**src/rtl/pcp_stream_pkg.sv**
```systemverilog
// Shared types, default sizes and TDATA field extractors for the PCP vector stream receiver.
package pcp_stream_pkg;

  typedef enum logic [1:0] {S_IDX, S_VAL, S_HOLD, S_DRAIN} pcp_state_e;

  localparam int PCP_TDATA_W     = 512;
  localparam int PCP_NUM_ENTRIES = 12;
  localparam int PCP_IDX_W       = 8;
  localparam int PCP_VALUE_W     = 16;

  function automatic logic [PCP_IDX_W-1:0] pcp_idx(input logic [PCP_TDATA_W-1:0] tdata);
    return tdata[PCP_IDX_W-1:0];
  endfunction

  function automatic logic [PCP_VALUE_W-1:0] pcp_val(input logic [PCP_TDATA_W-1:0] tdata);
    return tdata[PCP_VALUE_W-1:0];
  endfunction

endpackage

```
**src/rtl/pcp_vector_buf.sv**
```systemverilog
// Register array holding one PCP vector; single write port, whole array exposed as a flat bus.
module pcp_vector_buf #(
  parameter int NUM_ENTRIES = 12,
  parameter int VALUE_W     = 16,
  parameter int ADDR_W      = $clog2(NUM_ENTRIES)
) (
  input  logic                           clk,
  input  logic                           rst,
  input  logic                           wr_en,
  input  logic [ADDR_W-1:0]              wr_addr,
  input  logic [VALUE_W-1:0]             wr_data,
  output logic [NUM_ENTRIES*VALUE_W-1:0] rd_data
);

  logic [NUM_ENTRIES-1:0][VALUE_W-1:0] mem;

  always_ff @(posedge clk) begin
    if (rst) begin
      mem <= '0;
    end else if (wr_en) begin
      mem[wr_addr] <= wr_data;
    end
  end

  assign rd_data = mem;

endmodule

```
**src/rtl/pcp_vector_rx.sv**
```systemverilog
// AXI4-Stream receiver assembling {index, value} beat pairs into a PCP vector.
// Optional PCP_RX_STATS_EN adds completed-vector and error-event counters.
module pcp_vector_rx
  import pcp_stream_pkg::*;
#(
  parameter int TDATA_W     = PCP_TDATA_W,
  parameter int NUM_ENTRIES = PCP_NUM_ENTRIES,
  parameter int IDX_W       = PCP_IDX_W,
  parameter int VALUE_W     = PCP_VALUE_W
) (
  input  logic                           aclk,
  input  logic                           areset,
  input  logic [TDATA_W-1:0]             s_axis_tdata,
  input  logic                           s_axis_tvalid,
  input  logic                           s_axis_tlast,
  output logic                           s_axis_tready,
  output logic [NUM_ENTRIES*VALUE_W-1:0] vec_data,
  output logic                           vec_valid,
  input  logic                           vec_ready,
  output logic                           err_seq,
  output logic                           err_len
`ifdef PCP_RX_STATS_EN
  ,
  output logic [15:0]                    vec_cnt,
  output logic [15:0]                    err_cnt
`endif
);

  localparam int CNT_W = $clog2(NUM_ENTRIES);

  pcp_state_e       state, state_nxt;
  logic [CNT_W-1:0] cnt, cnt_nxt;
  logic             tready_p1;
  logic             vld_p1;
  logic             err_seq_p1, err_len_p1;
  logic             beat_acc, last_ent;
  logic             wr_en, set_seq, set_len, vec_done;
  logic [IDX_W-1:0] beat_idx;

  assign beat_acc = s_axis_tvalid && tready_p1;
  assign beat_idx = pcp_idx(s_axis_tdata);
  assign last_ent = (cnt == CNT_W'(NUM_ENTRIES - 1));

  always_comb begin
    state_nxt = state;
    cnt_nxt   = cnt;
    wr_en     = 1'b0;
    set_seq   = 1'b0;
    set_len   = 1'b0;
    vec_done  = 1'b0;
    case (state)
      S_IDX: begin
        // A tlast on an index beat ends the packet there, so no drain is needed
        if (beat_acc) begin
          if (s_axis_tlast) begin
            set_len = 1'b1;
            cnt_nxt = '0;
          end else if (beat_idx == IDX_W'(cnt) + IDX_W'(1)) begin
            state_nxt = S_VAL;
          end else begin
            set_seq   = 1'b1;
            cnt_nxt   = '0;
            state_nxt = S_DRAIN;
          end
        end
      end
      S_VAL: begin
        if (beat_acc) begin
          wr_en = 1'b1;
          if (s_axis_tlast && last_ent) begin
            vec_done  = 1'b1;
            state_nxt = S_HOLD;
          end else if (s_axis_tlast) begin
            set_len   = 1'b1;
            cnt_nxt   = '0;
            state_nxt = S_IDX;
          end else if (last_ent) begin
            set_len   = 1'b1;
            cnt_nxt   = '0;
            state_nxt = S_DRAIN;
          end else begin
            cnt_nxt   = cnt + 1'b1;
            state_nxt = S_IDX;
          end
        end
      end
      S_DRAIN: begin
        if (beat_acc && s_axis_tlast) begin
          cnt_nxt   = '0;
          state_nxt = S_IDX;
        end
      end
      S_HOLD: begin
        if (vec_ready) begin
          cnt_nxt   = '0;
          state_nxt = S_IDX;
        end
      end
      default: state_nxt = S_IDX;
    endcase
  end

  // ---- registered control: tready/valid follow the next state so both are glitch-free ----
  always_ff @(posedge aclk) begin
    if (areset) begin
      state      <= S_IDX;
      cnt        <= '0;
      tready_p1  <= 1'b0;
      vld_p1     <= 1'b0;
      err_seq_p1 <= 1'b0;
      err_len_p1 <= 1'b0;
    end else begin
      state      <= state_nxt;
      cnt        <= cnt_nxt;
      tready_p1  <= (state_nxt != S_HOLD);
      vld_p1     <= (state_nxt == S_HOLD);
      err_seq_p1 <= err_seq_p1 | set_seq;
      err_len_p1 <= err_len_p1 | set_len;
    end
  end

  assign s_axis_tready = tready_p1;
  assign vec_valid     = vld_p1;
  assign err_seq       = err_seq_p1;
  assign err_len       = err_len_p1;

  pcp_vector_buf #(
    .NUM_ENTRIES (NUM_ENTRIES),
    .VALUE_W     (VALUE_W),
    .ADDR_W      (CNT_W)
  ) u_buf (
    .clk     (aclk),
    .rst     (areset),
    .wr_en   (wr_en),
    .wr_addr (cnt),
    .wr_data (pcp_val(s_axis_tdata)),
    .rd_data (vec_data)
  );

`ifdef PCP_RX_STATS_EN
  function automatic logic [15:0] sat_inc16(input logic [15:0] v);
    return (v == 16'hFFFF) ? v : v + 16'd1;
  endfunction

  // An aborted vector raises exactly one of set_seq/set_len, giving one event per abort
  always_ff @(posedge aclk) begin
    if (areset) begin
      vec_cnt <= '0;
      err_cnt <= '0;
    end else begin
      if (vec_done) vec_cnt <= vec_cnt + 16'd1;
      if (set_seq || set_len) err_cnt <= sat_inc16(err_cnt);
    end
  end
`endif

endmodule
```
**config.mk**
```make
export PLATFORM = sky130hd
export DESIGN_NAME = pcp_vector_rx
export DESIGN_NICKNAME = d
export VERILOG_FILES = /design/src/rtl/pcp_stream_pkg.sv /design/src/rtl/pcp_vector_buf.sv /design/src/rtl/pcp_vector_rx.sv
export SDC_FILE = /design/constraint.sdc
export NUM_CORES = 1
export LEC_CHECK = 0
export ABC_AREA = 1
export BUFFER_PORTS_ARGS = -buffer_cell sky130_fd_sc_hd__buf_2
export CORE_AREA = 2 2 279 281
export CTS_BUF_LIST = sky130_fd_sc_hd__clkbuf_4
export CTS_CLUSTER_DIAMETER = 120
export CTS_CLUSTER_SIZE = 14
export DETAILED_ROUTE_END_ITERATION = 7
export DIE_AREA = 0 0 281 283
export GPL_TIMING_DRIVEN = 0
export HOLD_SLACK_MARGIN = 0.12
export PLACE_DENSITY_LB_ADDON = 0.1
export SYNTH_ARGS = -nofsm -noshare
export SYNTH_HDL_FRONTEND = slang
export SYNTH_SLANG_ARGS = --single-unit
```
**constraint.sdc**
```tcl
create_clock -name aclk -period 1.74 [get_ports aclk]
set_input_delay 0.087 -clock aclk [delete_from_list [all_inputs] [get_ports aclk]]
set_output_delay 0.087 -clock aclk [all_outputs]
set_load 0.03 [all_outputs]
```
Word level (Yosys, flattened, before mapping)
Index checks and enable logic that the tools add are counted.
{"block": "classes", "n_mux": 36, "eq_ne": 13, "bitwise_logic": 2, "n_reduce_logical": 6, "n_addsub": 2, "n_lt_le_gt_ge": 2}
{"cell": "$bwmux W192", "n": 1}
{"cell": "$demux W16 S4", "n": 1}
{"cell": "$mux W4", "n": 9}
{"cell": "$mux W2", "n": 9}
{"cell": "$mux W16", "n": 1}
{"cell": "$pmux W4 S4", "n": 1}
{"cell": "$mux W1", "n": 12}
{"cell": "$ne A2 B2 Y1 const B", "n": 6}
{"cell": "$eq A8 B5 Y1", "n": 1}
{"cell": "$pmux W2 S4", "n": 1}
{"cell": "$eq A2 B2 Y1 const B", "n": 3}
{"cell": "$reduce_and A6 Y1", "n": 1}
{"cell": "$add A4 B1 Y5 const B", "n": 1}
{"cell": "$lt A4 B5 Y1 const B", "n": 1}
{"cell": "$add A4 B1 Y4 const B", "n": 1}
{"cell": "$eq A4 B4 Y1 const B", "n": 1}
{"cell": "$ge A4 B1 Y1 const B", "n": 1}
{"cell": "$logic_and A1 B1 Y1", "n": 4}
{"cell": "$ne A3 B3 Y1 const B", "n": 1}
{"cell": "$eq A2 B1 Y1 const B", "n": 1}
{"cell": "$logic_not A2 Y1", "n": 1}
{"cell": "$or A1 B1 Y1", "n": 2}
{"cell": "$pmux W1 S2", "n": 1}
{"block": "word_totals", "input_bits": 517, "out_inout_bits": 196, "elab_cells": 79, "ff_bits": 202}

Logic depth before layout (Yosys ltp)
{"block": "logic_depth", "word_depth": 7, "depth_mapped": 12, "mapped_depth_nobuf": 12}

Cells and area by module
Synthesis repeated with hierarchy kept, for this count alone.
{"block": "hier_totals", "cells_unflattened": 1223, "hier_area_um2": 8410.6}
{"module": "pcp_vector_buf", "instances": 1, "seq_area_each_um2": 3843.7, "cells_per_inst": 1114, "area_per_inst_um2": 7619.8}
{"module": "pcp_vector_rx", "instances": 1, "seq_area_each_um2": 200.2, "cells_per_inst": 109, "area_per_inst_um2": 790.8}

Least setup slack after synthesis
No wires, ideal clock.
{"block": "synth_path", "path_kind": "register to register", "from": "reg cnt[0]", "to": "reg cnt[1]", "period_less_slack_ns": 1.689, "path_slack_ns": 0.051, "setup_ns": 0.113, "arrival_time_ns": 1.576, "path_buffers": 0, "path_stages_with_launch": 12, "t_required_ns": 1.627, "path_cell_list": "dfxtp_1 -> ha_1 -> nand2_1 -> nor2_1 -> ha_1 -> inv_1 -> o21ai_0 -> a21oi_1 -> nand2_2 -> nand2_1 -> nand2_1 -> nor2_1"}
{"block": "synth_via", "elab_chain_len": 6, "word_cells_on_any_way": 13, "classes_between": "add/sub: 2; eq/ne: 4; mux: 5; reduce/logical: 2"}
{"item": "start, declared", "line": "pcp_vector_rx.sv:32", "rtl": "logic [CNT_W-1:0] cnt, cnt_nxt;"}
{"item": "start signal, assigned", "line": "pcp_vector_rx.sv:114", "rtl": "cnt <= cnt_nxt;"}
{"item": "$add A4 B1 Y4 / $eq A4 B4 Y1 (equally long branches)", "line": "pcp_vector_rx.sv:82, pcp_vector_rx.sv:42"}
{"item": "$mux W4", "line": "pcp_vector_rx.sv:77", "rtl": "end else if (last_ent) begin"}
{"item": "$mux W4", "line": "pcp_vector_rx.sv:73", "rtl": "end else if (s_axis_tlast) begin"}
{"item": "$mux W4", "line": "pcp_vector_rx.sv:70", "rtl": "if (s_axis_tlast && last_ent) begin"}
{"item": "$mux W4", "line": "pcp_vector_rx.sv:68", "rtl": "if (beat_acc) begin"}
{"item": "$pmux W4 S4", "line": "pcp_vector_rx.sv:51", "rtl": "case (state)"}
Parallel ways exist; a longest one is shown, timed or not. The select of a mux whose other input is x is not followed.
A chain may end at the register's enable or synchronous reset.

Final worst setup path
{"block": "layout_path", "from": "reg cnt[1]", "to": "reg vld_p1 (netlist: vec_valid)"}
{"block": "layout_via", "elab_chain_len": 7, "word_cells_on_any_way": 13, "classes_between": "add/sub: 1; eq/ne: 3; mux: 8; reduce/logical: 1"}
{"item": "$add A4 B1 Y5 / $eq A4 B4 Y1 (equally long branches)", "line": "pcp_vector_rx.sv:58, pcp_vector_rx.sv:42"}
{"item": "$eq A8 B5 Y1 / $mux W2 (equally long branches)", "line": "pcp_vector_rx.sv:58, pcp_vector_rx.sv:77"}
{"item": "$mux W2, on equally long branches", "line": "pcp_vector_rx.sv:58, pcp_vector_rx.sv:73"}
{"item": "$mux W2, on equally long branches", "line": "pcp_vector_rx.sv:55, pcp_vector_rx.sv:70"}
{"item": "$mux W2, on equally long branches", "line": "pcp_vector_rx.sv:54, pcp_vector_rx.sv:68"}
{"item": "$pmux W2 S4 *", "line": "pcp_vector_rx.sv:51"}
{"item": "$eq A2 B2 Y1 *", "line": "pcp_vector_rx.sv:116", "rtl": "vld_p1 <= (state_nxt == S_HOLD);"}
{"item": "end signal, assigned", "line": "pcp_vector_rx.sv:116"}
{"item": "end, declared", "line": "pcp_vector_rx.sv:34", "rtl": "logic vld_p1;"}
Every way passes the cells marked *; elsewhere a longest branch is shown, timed or not.

==> run_results.csv <==
group,metric,value,unit
cts,clk_path_buf_depth,3,
synth,synthArstFlopShare,0,%
synth,synthTopCellsByArea,"dfxtp_1 54%, o21ai_0 12%, nor2_1 8.9%",
setup_path,critPathTopFamily,"simple AND/OR/NAND/NOR gates",
global_route,grt_overflow_total,0,
synth,synth_edf_count,0,
power,clkPwrFrac,31.0,%
sta,fin_setup_tns,0,ps
synth,synth_mux_area_share,0,%
hold_path,holdPathStages,5,
synth,syn_area,7460,µm²
synth,synth_seq_cells,202,
drt,vias_per_cell,3.19,
layout,final_nets,1721,
global_route,grt_first_pass_wirelength,61.4,mm
global_route,grt_antenna_before_repair,11,
synth,synth_top_area_cell,"dfxtp_1",
sta,fin_skew,28.1,ps
drt,vias,7164,
power,p_int,0.00540,W
setup_path,worstRegToRegCells,10,
cts,h-tree-depth,1,
setup_path,rr_endpoint,"vec_valid$_SDFF_PP0_",
layout,layout-drive-gt1-share,27.0,%
cts,path_clk_slew,180,ps
floorplanning,pin_count,713,
run_status,status,"finished clean",
synth,synth-xor-area-share,0.235,%
placement,portBuffers,216,
global_route,grt_pass1_vias,7434,
cts,clock_sinks,202,
synth,synth_adder_area_share,1.17,%
synth,synth_cells,929,
drt,drc,0,
synth,synth_cell_type_count,24,
power,p_switching,0.00242,W
synth,mappedNetlistNets,1453,
floorplanning,rows,102,
hold_path,min_path_type,"input port to register",
setup_path,critPathKind,"register to register",
sta,setup_viol_count_final,0,
synth,synth_warnings,0,
floorplanning,die_h,283,µm
floorplanning,core_area,76700,µm²
drt,finalWirelength,44.0,mm
synth,synthSimpleGateAreaFrac,13.5,%
hold_path,hold_end,"u_buf.rd_data[154]$_SDFFE_PP0P_",
setup_path,arrival,2300,ps
synth,yosysSeqAreaShare,54.2,%
power,power.total,0.00782,W
setup_path,worst_ep_required_time,2350,ps
setup_path,cp_max_fo,6,
synth,yosysTopAreaCellShare,54.2,%
floorplanning,die_x,281,µm
synth,synthFlopType,"dfxtp_1",
hold_path,worstHoldStart,"areset",
sta,fmax,590,MHz
floorplanning,initial_core_util,9.73,%
setup_path,r2r_slack,50,ps
layout,areaGrowthSynthToFinish,40.8,%
power,pwr-share-comb,9.0,%
drt,drtIter0Drc,333,
power,p_per_area,744,nW/µm²
setup_path,cpPeakStageDelay,420,ps
setup_path,end_kind,"register",
power,sw_frac_of_total,30.9,%
cts,clk_latency,740,ps
synth,synth-compound-area-share,21.3,%
synth,yosysMostFrequentCell,"dfxtp_1",
setup_path,worst-path-buf-inv,1,
sta,maxSlewHeadroom,7.01,%
power,irDropWorstVdd,0.311,mV
global_route,grtUsageTotal,11.0,%
global_route,grt_max_degree,15,
sta,drv_slew,0,
setup_path,path_cells,"inv_1, ha_4, xnor2_1, nand3_1, nor2_4, nand2_1, nand2_2, nand2_2, nand2_1, nor2_1",
placement,place_hpwl,33.0,mm
power,seqPwrFrac,60.0,%
sta,hold_viol_final,0,
layout,fillers,8872,
drt,ant_nets,0,
setup_path,r2r_start,"cnt[1]$_SDFFE_PP0P_",
synth,syn-mean-instance-area,8.03,µm²
power,p_leak,4.45,nW
synth,synth_top_family_by_area,"compound AO/OA/AOI/OAI gates",
setup_path,crit_path_top_delay_cell,"dfxtp_4",
cts,cts_buffers,19,
sta,worst_pin_slew,1390,ps
drt,wl_per_cell,19.6,µm
cts,cts_tree,"built",
placement,gp_congestion,0.710,
setup_path,cp-start-kind,"register",
sta,rsz0062_at_grt,"true",
sta,finalCriticalPeriod,1690,ps
cts,cts_root_buffer,"clkbuf_4",
drt,firstDrtPassIters,4,
sta,period_share,97.4,%
floorplanning,die_area,79500,µm²
synth,synth_commonest_cells,"202 x dfxtp_1, 176 x nor2_1, 174 x o21ai_0",
flow_run,max-cap-violations,0,
==> worst reg2reg max path, stage by stage, from the launching register on <==
cell and delay [ps]:
dfxtp_4 420, inv_1 100, ha_4 300, xnor2_1 110, nand3_1 130, nor2_4 150
nand2_1 90, nand2_2 100, nand2_2 60, nand2_1 70, nor2_1 50
==> power groups by stage <==
stage               combinational, W  sequential, W  clock, W
floorplan                   0.000277        0.00481         0
global placement            0.000661        0.00479         0
detailed placement          0.000656        0.00479         0
CTS                         0.000732        0.00469   0.00266
global route                0.000792        0.00470   0.00278
finish                      0.000705        0.00469   0.00243
==> layout by cell type (no fill, tap or decap), drive strengths merged <==
| cell | instances |
|---|---|
| buf | 250 |
| nand2 | 36 |
| dlygate4sd3 | 20 |
| diode | 5 |
| dfxtp | 202 |
| inv | 99 |
| nand3 | 13 |
| a21oi | 122 |
| o21ai | 195 |
| clkbuf | 60 |
| nor2 | 177 |
| clkinv | 4 |
| xor2 | 1 |
| nor3 | 8 |
| ha | 7 |
| xnor2 | 1 |
| nand4 | 4 |
==> sequential cells by signal, summed over array words and instances (netlist names) <==
name / count
cnt: 4
s_axis_tready: 1
vec_valid: 1
u_buf.rd_data: 192
err_seq: 1
state: 2
err_len: 1
==> per-layer routing <==
layer	vias up	part of all wire, %	routed length [µm]	track usage, %
met3	44	6.7	2930	3.17
li1	3564	-	-	-
met5	-	0.030	13	0
met4	2	2.5	1080	2.74
met2	175	50	22100	19.9
met1	3379	41	17900	12.7
==> worst max path at each step <==
stage,cells after the start,end,start,slack [ps]
floorplan,11,cnt[1]$_SDFFE_PP0P_,cnt[0]$_SDFFE_PP0P_,50
global placement,6,u_buf.rd_data[106]$_SDFFE_PP0P_,areset,-670
detailed placement,6,u_buf.rd_data[105]$_SDFFE_PP0P_,areset,-690
CTS,9,s_axis_tready$_SDFF_PP0_,cnt[1]$_SDFFE_PP0P_,-7
global route,8,u_buf.rd_data[100]$_SDFFE_PP0P_,cnt[0]$_SDFFE_PP0P_,-80
finish,10,vec_valid$_SDFF_PP0_,cnt[1]$_SDFFE_PP0P_,50
==> metrics by stage <==
stage / cell area [µm²] / setup slack [ps] / utilization [%] / hold slack, ps / instances
2_1_floorplan: 7460 / 51.0 / - / 156 / 929
3_3_place_gp: 9850 / -669 / 12.8 / 386 / 2185
3_5_place_dp: 9850 / -687 / 12.8 / 391 / 2185
4_1_cts: 10400 / -6.99 / 13.6 / -447 / 2235
5_1_grt: 10500 / -83.2 / 13.7 / 183 / 2240
6_report: 10500 / 45.7 / 13.7 / 197 / 2244
==> repair_timing <==
action / 4_1_cts / 5_1_grt
setup endpoints to repair: 197 / 135
gates cloned: 0 / 0
resized for setup: 30 / 31
pin swaps: 9 / 6
setup buffers: 8 / 3
endpoints found under the hold margin: 84 / 5
hold buffers: 19 / 1
==> logic make-up (layout without fill, tap and decap cells) <==
logic type | count (synthesis) | in the layout
flip-flops | 202 | 202
XOR/XNOR | 2 | 2
AND/OR/NAND/NOR | 238 | 238
adder cells (fa/ha/maj) | 7 | 7
AO/OA/AOI/OAI | 317 | 317
other | 0 | 5
buffers and inverters | 163 | 433
==> cell type report <==
class	instances	area, µm²	share of cell area, %
Inverter	100	385	3.67
Multi-Input combinational cell	564	2800	26.6
Tap cell	1040	1300	12.4
Clock inverter	3	28.8	0.274
Timing Repair Buffer	247	1410	13.5
Antenna cell	5	12.5	0.119
Buffer	63	359	3.42
Sequential cell	202	4060	38.6
Clock buffer	20	150	1.43
(Power assumes the default switching activity.)
